### src/rtl/div_arbiter_if.sv
// Bundle between the requesters, the arbiter and the shared divider.
// The arbiter takes the slave view; the environment drives the master view.
interface div_arbiter_if #(
    parameter int N = 4,
    parameter int W = 4
);
    logic [N-1:0]   req;
    logic [N*W-1:0] req_dividend;
    logic [N*W-1:0] req_divisor;
    logic [N-1:0]   ack;
    logic [W-1:0]   rsp_quotient;
    logic [W-1:0]   rsp_remainder;
    logic           rsp_err;
    logic           busy;
    logic           div_start;
    logic [W-1:0]   div_dividend;
    logic [W-1:0]   div_divisor;
    logic           div_done;
    logic [W-1:0]   div_quotient;
    logic [W-1:0]   div_remainder;

    modport slave (
        input  req, req_dividend, req_divisor,
        input  div_done, div_quotient, div_remainder,
        output ack, rsp_quotient, rsp_remainder, rsp_err, busy,
        output div_start, div_dividend, div_divisor
    );

    modport master (
        output req, req_dividend, req_divisor,
        output div_done, div_quotient, div_remainder,
        input  ack, rsp_quotient, rsp_remainder, rsp_err, busy,
        input  div_start, div_dividend, div_divisor
    );
endinterface

### src/rtl/div_arbiter.sv
// Round-robin sharing of one sequential divider among N requesters,
// with divide-by-zero short-circuit and a bounded wait for done.
module div_arbiter #(
    parameter int N       = 4,
    parameter int W       = 4,
    parameter int TIMEOUT = 32
) (
    input logic          clk,
    input logic          rst,
    div_arbiter_if.slave bus
);
    localparam int IW = $clog2(N);
    localparam int CW = $clog2(TIMEOUT);

    typedef enum logic [1:0] {
        IDLE,
        LAUNCH,
        WAIT,
        RESP
    } state_t;

    state_t         state_q;
    logic [IW-1:0]  ptr_q;
    logic [IW-1:0]  win_q;
    logic [CW-1:0]  cnt_q;
    logic [N-1:0]   ack_q;
    logic [W-1:0]   quo_q;
    logic [W-1:0]   rem_q;
    logic           err_q;
    logic           busy_q;
    logic           start_q;
    logic [W-1:0]   dvd_q;
    logic [W-1:0]   dvs_q;

    logic           gnt_vld_d;
    logic [IW-1:0]  gnt_idx_d;
    logic [W-1:0]   gnt_dvd_d;
    logic [W-1:0]   gnt_dvs_d;

    // Slot k positions after the last winner, wrapping at N.
    function automatic logic [IW-1:0] rr_slot(
        input logic [IW-1:0] p,
        input int            k
    );
        int j;
        j = int'(p) + k;
        if (j >= N) j = j - N;
        return IW'(j);
    endfunction

    // Scan farthest-first so the nearest requester after ptr wins.
    always_comb begin
        gnt_vld_d = 1'b0;
        gnt_idx_d = '0;
        for (int k = N; k >= 1; k--) begin
            if (bus.req[rr_slot(ptr_q, k)]) begin
                gnt_vld_d = 1'b1;
                gnt_idx_d = rr_slot(ptr_q, k);
            end
        end
    end

    // Pick the winner's operand slices.
    always_comb begin
        gnt_dvd_d = '0;
        gnt_dvs_d = '0;
        for (int i = 0; i < N; i++) begin
            if (gnt_idx_d == IW'(i)) begin
                gnt_dvd_d = bus.req_dividend[i*W +: W];
                gnt_dvs_d = bus.req_divisor[i*W +: W];
            end
        end
    end

    // Control FSM; every output is a register updated here.
    always_ff @(posedge clk or negedge rst) begin
        if (!rst) begin
            state_q <= IDLE;
            ptr_q   <= IW'(N - 1);
            win_q   <= '0;
            cnt_q   <= '0;
            ack_q   <= '0;
            quo_q   <= '0;
            rem_q   <= '0;
            err_q   <= 1'b0;
            busy_q  <= 1'b0;
            start_q <= 1'b0;
            dvd_q   <= '0;
            dvs_q   <= '0;
        end else begin
            unique case (state_q)
                IDLE: begin
                    ack_q <= '0;
                    if (gnt_vld_d) begin
                        win_q  <= gnt_idx_d;
                        dvd_q  <= gnt_dvd_d;
                        dvs_q  <= gnt_dvs_d;
                        busy_q <= 1'b1;
                        if (gnt_dvs_d != '0) begin
                            start_q <= 1'b1;
                            state_q <= LAUNCH;
                        end else begin
                            quo_q   <= '1;
                            rem_q   <= gnt_dvd_d;
                            err_q   <= 1'b1;
                            ack_q   <= N'(1) << gnt_idx_d;
                            state_q <= RESP;
                        end
                    end
                end
                LAUNCH: begin
                    start_q <= 1'b0;
                    cnt_q   <= '0;
                    state_q <= WAIT;
                end
                WAIT: begin
                    if (bus.div_done) begin
                        quo_q   <= bus.div_quotient;
                        rem_q   <= bus.div_remainder;
                        err_q   <= 1'b0;
                        ack_q   <= N'(1) << win_q;
                        state_q <= RESP;
                    end else if (cnt_q == CW'(TIMEOUT - 1)) begin
                        quo_q   <= '0;
                        rem_q   <= '0;
                        err_q   <= 1'b1;
                        ack_q   <= N'(1) << win_q;
                        state_q <= RESP;
                    end else begin
                        cnt_q <= cnt_q + CW'(1);
                    end
                end
                RESP: begin
                    ack_q   <= '0;
                    busy_q  <= 1'b0;
                    ptr_q   <= win_q;
                    state_q <= IDLE;
                end
                default: state_q <= IDLE;
            endcase
        end
    end

    assign bus.ack           = ack_q;
    assign bus.rsp_quotient  = quo_q;
    assign bus.rsp_remainder = rem_q;
    assign bus.rsp_err       = err_q;
    assign bus.busy          = busy_q;
    assign bus.div_start     = start_q;
    assign bus.div_dividend  = dvd_q;
    assign bus.div_divisor   = dvs_q;
endmodule
### src/flat_wrapper.sv
// flat-port wrapper written by rule: the top's interface ports become plain ports
module div_arbiter_flat 
#(
    parameter int N       = 4,
    parameter int W       = 4,
    parameter int TIMEOUT = 32
)
  (clk, rst, bus_req, bus_req_dividend, bus_req_divisor, bus_div_done, bus_div_quotient, bus_div_remainder, bus_ack, bus_rsp_quotient, bus_rsp_remainder, bus_rsp_err, bus_busy, bus_div_start, bus_div_dividend, bus_div_divisor);
  div_arbiter_if #(.N(N), .W(W)) bus_i ();
  input logic clk;
  input logic rst;
  input wire logic [$bits(bus_i.req)-1:0] bus_req;
  input wire logic [$bits(bus_i.req_dividend)-1:0] bus_req_dividend;
  input wire logic [$bits(bus_i.req_divisor)-1:0] bus_req_divisor;
  input wire logic [$bits(bus_i.div_done)-1:0] bus_div_done;
  input wire logic [$bits(bus_i.div_quotient)-1:0] bus_div_quotient;
  input wire logic [$bits(bus_i.div_remainder)-1:0] bus_div_remainder;
  output wire logic [$bits(bus_i.ack)-1:0] bus_ack;
  output wire logic [$bits(bus_i.rsp_quotient)-1:0] bus_rsp_quotient;
  output wire logic [$bits(bus_i.rsp_remainder)-1:0] bus_rsp_remainder;
  output wire logic [$bits(bus_i.rsp_err)-1:0] bus_rsp_err;
  output wire logic [$bits(bus_i.busy)-1:0] bus_busy;
  output wire logic [$bits(bus_i.div_start)-1:0] bus_div_start;
  output wire logic [$bits(bus_i.div_dividend)-1:0] bus_div_dividend;
  output wire logic [$bits(bus_i.div_divisor)-1:0] bus_div_divisor;
  assign bus_i.req = bus_req;
  assign bus_i.req_dividend = bus_req_dividend;
  assign bus_i.req_divisor = bus_req_divisor;
  assign bus_i.div_done = bus_div_done;
  assign bus_i.div_quotient = bus_div_quotient;
  assign bus_i.div_remainder = bus_div_remainder;
  assign bus_ack = bus_i.ack;
  assign bus_rsp_quotient = bus_i.rsp_quotient;
  assign bus_rsp_remainder = bus_i.rsp_remainder;
  assign bus_rsp_err = bus_i.rsp_err;
  assign bus_busy = bus_i.busy;
  assign bus_div_start = bus_i.div_start;
  assign bus_div_dividend = bus_i.div_dividend;
  assign bus_div_divisor = bus_i.div_divisor;
  div_arbiter #(.N(N), .W(W), .TIMEOUT(TIMEOUT)) u_core (.clk(clk), .rst(rst), .bus(bus_i));
endmodule
### config.mk
export PLATFORM = sky130hd
export DESIGN_NAME = div_arbiter_flat
export DESIGN_NICKNAME = d
export VERILOG_FILES = /design/src/rtl/div_arbiter_if.sv /design/src/rtl/div_arbiter.sv /design/src/flat_wrapper.sv
export SDC_FILE = /design/constraint.sdc
export NUM_CORES = 1
export LEC_CHECK = 0
export ABC_AREA = 1
export BUFFER_PORTS_ARGS = -buffer_cell sky130_fd_sc_hd__buf_4
export CORE_MARGIN = 2
export CORE_UTILIZATION = 23
export CTS_CLUSTER_DIAMETER = 150
export DETAILED_ROUTE_END_ITERATION = 10
export PLACE_DENSITY = 0.47
export SYNTH_ARGS = -nofsm -noshare
export SYNTH_HDL_FRONTEND = slang
export SYNTH_SLANG_ARGS = --single-unit
export TNS_END_PERCENT = 1
### constraint.sdc
create_clock -name clk -period 2.3 [get_ports clk]
set_input_delay 0.46 -clock clk [delete_from_list [all_inputs] [get_ports clk]]
set_output_delay 0.46 -clock clk [all_outputs]
set_load 0.005 [all_outputs]
# After elaboration in Yosys (flattened, before gate mapping)
# Cells that the tools add are included.
# op_classes
addsub	9
order_cmp	8
eq_ne	13
n_shift	2
mux	60
reduce_logical	15
# op_table
operator	count
2-to-1 mux 4 bit	19
2-to-1 mux 2 bit	12
case mux 4 bit (2 select lines)	2
2-to-1 mux 1 bit	15
< comparator 2 x 3 -> 1 bit, second input constant	4
case mux 4 bit (3 select lines)	1
2-to-1 mux 5 bit	2
case mux 5 bit (2 select lines)	1
>= comparator 3 bit, second input constant	3
binary-select mux 1 bit (select 2 bit)	4
equality test 2 bit, second input constant	4
case mux 2 bit (4 select lines)	1
AND reduction 2 bit	4
nonzero test 2 bit	4
left shift 1 x 2 -> 4 bit, first input constant	2
subtractor 2 x 1 -> 2 bit, second input constant	4
adder 2 x 2 -> 3 bit, second input constant	2
!= test 2 bit, second input constant	3
case mux 1 bit (2 select lines)	3
AND reduction 3 bit	2
adder 5 x 1 -> 5 bit, second input constant	1
equality test 5 bit, second input constant	1
adder 2 x 3 -> 4 bit, second input constant	1
equality test 2 x 1 -> 1 bit, second input constant	2
8 further kinds	10
# word_totals
regBits	34
in_bits	47
output_inout_bits	23
word_cells	119

# Logic depth before layout (Yosys ltp)
# logic_depth
word_depth	18
depth_mapped	21
mapped_depth_nobuf	20

# Worst setup path after synthesis
# OpenSTA, ideal clock, no wires.
# synth_timing
path_type	flip-flop to flip-flop
from	register u_core.ptr_q[0]
to	register u_core.rem_q[0], in the netlist u_core.bus.rsp_remainder[0]
arrival_ns	2.086
required_time_ns	2.183
path_slack_ns	0.097
path_stages_with_launch	21
n_path_buf	1
synth_period_minus_slack_ns	2.203
cell_sequence	dfstp_2 -> buf_6 -> nand2_1 -> nand2_4 -> nand2_2 -> nand2_1 -> inv_1 -> nand2_1 -> nand2_2 -> nand2_8 -> inv_8 -> nor2_8 -> nand2_2 -> nand2_2 -> nand2_2 -> nor2_4 -> nand2_4 -> nand2_8 -> nand2_8 -> nand2_2 -> nand2_1
# synth_via
elab_chain_cells	17
elab_cells_between_ends	51
classes_between	add/sub (8); order compare (4); eq/ne (5); mux (31); reduce/logical (3)
# synth_lines
item	line_no	text
start: declaration	div_arbiter.sv:23	logic [IW-1:0] ptr_q;
start signal: assignment	div_arbiter.sv:79	ptr_q <= IW'(N - 1);
start signal: assignment	div_arbiter.sv:136	ptr_q <= win_q;
adder 2 x 3 -> 4 bit	div_arbiter.sv:46	j = int'(p) + k;
>= comparator 4 x 3 -> 1 bit or subtractor 2 x 1 -> 2 bit (tied branches)	div_arbiter.sv:47	if (j >= N) j = j - N;
2-to-1 mux 2 bit	div_arbiter.sv:47	
binary-select mux 1 bit (select 2 bit)	div_arbiter.sv:56	if (bus.req[rr_slot(ptr_q, k)]) begin
2-to-1 mux 1 bit (implied by the code)	div_arbiter.sv:56	
2-to-1 mux 2 bit (4 in series)	div_arbiter.sv:56	
logical NOT 2 bit	div_arbiter.sv:68	if (gnt_idx_d == IW'(i)) begin
2-to-1 mux 4 bit (4 in series)	div_arbiter.sv:68	
nonzero test 4 bit or 2-to-1 mux 4 bit (tied branches)	div_arbiter.sv:99	if (gnt_dvs_d != '0) begin
!= test 2 bit (no source line) or 2-to-1 mux 4 bit (tied branches)	n/a	
AND reduction 4 bit (no source line) or case mux 4 bit (2 select lines) (tied branches)	n/a	
end signal: assignment	div_arbiter.sv:104	rem_q <= gnt_dvd_d;
end signal: assignment	div_arbiter.sv:119	rem_q <= bus.div_remainder;
end: declaration	div_arbiter.sv:28	logic [W-1:0] rem_q;
# Several ways; a longest one is shown, not always the timed one. The select of a mux whose other input is x is not followed.
# A chain may end at the register's enable or synchronous reset.

# Worst setup path after layout
# layout_timing
from	register u_core.ptr_q[0]
to	register u_core.quo_q[0], in the netlist u_core.bus.rsp_quotient[0]
# layout_via
elab_chain_cells	17
elab_cells_between_ends	44
classes_between	add/sub (8); order compare (4); eq/ne (5); mux (24); reduce/logical (3)
# layout_lines
item	line_no	text
adder 2 x 3 -> 4 bit	div_arbiter.sv:46	
>= comparator 4 x 3 -> 1 bit or subtractor 2 x 1 -> 2 bit (tied branches)	div_arbiter.sv:47	
2-to-1 mux 2 bit	div_arbiter.sv:47	
binary-select mux 1 bit (select 2 bit)	div_arbiter.sv:56	
2-to-1 mux 1 bit (implied by the code)	div_arbiter.sv:56	
2-to-1 mux 2 bit (4 in series)	div_arbiter.sv:56	
logical NOT 2 bit	div_arbiter.sv:68	
2-to-1 mux 4 bit (4 in series)	div_arbiter.sv:68	
nonzero test 4 bit	div_arbiter.sv:99	
!= test 2 bit (no source line)	n/a	
AND reduction 4 bit (no source line) *	n/a	
end signal: assignment	div_arbiter.sv:118	quo_q <= bus.div_quotient;
end: declaration	div_arbiter.sv:27	logic [W-1:0] quo_q;
# Every way passes the cells marked *; elsewhere a longest branch is shown, timed or not. The select of a mux whose other input is x is not followed.

==> reports/summary.txt <==
Worst min path class - in -> async
Max Slew Vio Count - 0
Post-synth ARST share - 100%
Setup violators final - 11
Die W - 105 um
GR Util met1 - 16.4%
Core area - 10100 um2
Initial antenna violation count - 0
Gr ovfl total - 0
Crit start category - flop
Fmax - 420 MHz
Row count - 37
Drt first pass iters - 4
Final Hold Fails - 0
Multiplexer area fraction after synthesis - 0%
Dpl hpwl - 5180 um
Syn Area/Cell - 7.37 um2
H-tree levels - 2
Maxcap violations - 0
Synth Area in Compound Gates - 7.93%
Hold buffer count at cts - 0
Cell Int Power - 3.27 mW
Comb pwr share - 74.3%
Number of synthesized flops with an enable pin - 0
Main combinational cell family by area after synthesis - simple AND/OR/NAND/NOR gates
Most common cell after layout, fill and taps aside - buf_4
Unique cell type count in the Yosys netlist - 30
Mapped Cells - 321
Critical R2R Launch - u_core.ptr_q[0]$_DFFE_PN1P_
Drt wl/cell - 11.9 um
GPL Wtd Cong - 0.752
Layout Cells excl Fill - 560
Post-synthesis simple-gate area fraction - 43.8%
Total GRT Usage - 12.4%
Post-route cell area - 3580 um2
RSZ-0062 raised after global routing - true
Max Root-Sink Buffers - 2
Tmin final - 2380 ps
Vias in the first global route - 2385
Die Footprint - 11100 um2
Outcome - complete, but fails checks
CP Max Fanout - 8
Die Y - 105 um
Critical Path Slowest Stage Cell - dfstp_2
Clk sinks - 34
Max VDD drop - 580 uV
CP max stage delay - 670 ps
DRT antenna net count - 0
Antenna fix cells - 0
Worst reg2reg setup slack - -80 ps
Violations in the final reports - negative setup slack
Worst setup margin - -78.3 ps
Dpl cells - 541
Seq cells post-synth - 34
Initial DRC count - 106
Most used flip-flop cell after synthesis - dfrtp_1
Required @ worst endpoint - 2530 ps
Critical path class - reg -> reg
Met3 global-route usage - 2.66%
Synthesis-to-layout area growth - 51.3%
Fin crit share - 103%
Avg Vias per Cell - 4.19
Adder-cell area share of the yosys netlist - 4.23%
Power Density - 1790 nW/um2
TritonCTS clock tree - yes
Synth Warn # - 0
Worst clock skew - 4.24 ps
Measured slew at the worst slew-check pin - 449 ps
Most frequent cells in the layout - buf_4, nand2_1, inv_1, dfrtp_1, nand2_2
Crit-path cells - inv_8 -> nand2_4 -> nand2_2 -> nor2_2 -> nand2_1 -> nand2_2 -> nand2_4 -> nand2_8 -> inv_8 -> nor2_8 -> nand2_2 -> nand2_2 -> nand2_2 -> nor2_4 -> nand2_4 -> buf_12 -> nand2_4 -> nand3_1 -> nand2_1
Mapped Nets - 376
Clock share of power - 8.3%
Leakage - 1.82 nW
Ports - 70
Share of cells above drive strength 1 - 43.9%
Final #Nets - 478
Top Usage Layer GRT - met2
Largest net degree at the start of global routing - 35
Met2 Resource Use GR - 20.5%
Final WL - 6680 um
Slew Limit Headroom - 70.1%
Seq pwr share - 17.3%
PortBufs - 69
Synthesized area - 2370 um2
First-pass GRT wire length - 11200 um
Root Buffer - clkbuf_8
Placed inst area - 3190 um2
Initial Util - 23.3%
Clock slew at reported path FFs - 70 ps
Vias - 2349
Post-Synth XOR/XNOR Area - 0%
Net Switching - 3.13 mW
Post-synthesis sequential area ratio - 36.0%
Sw Share - 48.9%
CP Data Arrival Time - 2600 ps
Post-route DRC - 0
Worst skew pair latency - 280 ps
Crit end category - flop
CP dominant cell by count - nand2_2
CTS Buf Count - 5
Crit path from - u_core.ptr_q[0]$_DFFE_PN1P_
[registers in the layout, indices dropped and copies added (netlist names)]
register                  cells
u_core.cnt_q                  5
u_core.bus.ack                4
u_core.bus.div_dividend       4
u_core.bus.div_divisor        4
u_core.bus.rsp_quotient       4
u_core.bus.rsp_remainder      4
u_core.ptr_q                  2
u_core.state_q                2
u_core.win_q                  2
u_core.bus.busy               1
u_core.bus.div_start          1
u_core.bus.rsp_err            1
[path summary, 6_finish.rpt]
check	to	cells past startpoint
max in group asynchronous	u_core.ptr_q[0]$_DFFE_PN1P_	1
setup / recovery	u_core.bus.rsp_quotient[0]$_DFFE_PN0P_	19
hold / removal	u_core.bus.rsp_quotient[3]$_DFFE_PN0P_	1
min in group clk	u_core.bus.div_dividend[3]$_DFFE_PN0P_	3
setup reg to reg	u_core.bus.rsp_quotient[0]$_DFFE_PN0P_	19
hold reg to reg	u_core.bus.rsp_remainder[1]$_DFFE_PN0P_	2
[repair_timing]
item,in CTS,in global routing
gates cloned,2,0
setup buffers,6,3
pin swaps,18,21
endpoints found under the setup margin,11,20
gates resized for setup,21,26
[layer usage]
| metal | routed length, um | up-vias |
|---|---|---|
| li1 | - | 1222 |
| met1 | 3150 | 1067 |
| met2 | 3140 | 56 |
| met3 | 299 | 4 |
| met4 | 79 | 0 |
| met5 | 0 | - |
[synth_stat cells, types with 2 or more instances]
library cell	instances	area (um2)
a21oi_1	8	40.0
a31oi_1	9	56.3
clkbuf_1	3	11.3
dfrtp_1	32	801
dfstp_2	2	52.6
ha_1	8	100
inv_1	35	131
inv_8	2	22.5
nand2_1	102	383
nand2_2	26	163
nand2_4	7	78.8
nand2_8	3	60.1
nand3_1	26	130
nand3_2	2	20.0
nand4_1	2	12.5
nor2_1	25	93.8
nor2_4	3	33.8
nor3_1	4	20.0
o21ai_0	9	45.0
o21ai_1	3	15.0
[stage by stage]
| stage | power, mW | util (%) | setup TNS [ps] | hold WS (ps) | setup WS (ps) |
|---|---|---|---|---|---|
| final | 6.40 | 35.3 | -639 | 124 | -78.3 |
| after global routing | 7.05 | 35.3 | -3140 | 140 | -238 |
| after CTS | 6.17 | 34.1 | -240 | 138 | -37.3 |
| after detailed placement | 5.11 | 31.4 | -242 | 444 | -36.9 |
| after global placement | 5.10 | 31.4 | -67.9 | 442 | -43.3 |
| after floorplan | 3.72 | - | 0 | 164 | 97.4 |
[logic make-up (layout without fill, tap and decap cells)]
logic type / after synthesis / in the layout
simple gates: 202 / 204
buf+inv: 44 / 145
flops: 34 / 34
fa+ha+maj: 8 / 8
compound gates: 33 / 33
[critical path, delay by kind of cell (launching register included)]
kind / cells / cell delay [ps]
flip-flops: 1 / 670
buffers and inverters: 3 / 290
AND/OR/NAND/NOR: 16 / 1370
[power groups by stage]
stage / logic (mW) / registers (mW) / clock network, mW
6_report: 4.76 / 1.11 / 0.532
5_1_grt: 5.32 / 1.15 / 0.585
4_1_cts: 4.50 / 1.12 / 0.553
3_5_place_dp: 3.99 / 1.12 / 0
3_3_place_gp: 3.98 / 1.13 / 0
2_1_floorplan: 2.64 / 1.08 / 0
[cell type report]
class / count / area [um2]
sequential: 34 / 853
clock inverter: 1 / 30.0
tap: 136 / 170
multi-input combinational: 245 / 1530
fill: 1079 / 6560
timing repair buffer: 97 / 753
inverter: 40 / 168
clock buffer: 7 / 76.3
Note: power is estimated with default switching activity, not from simulation.
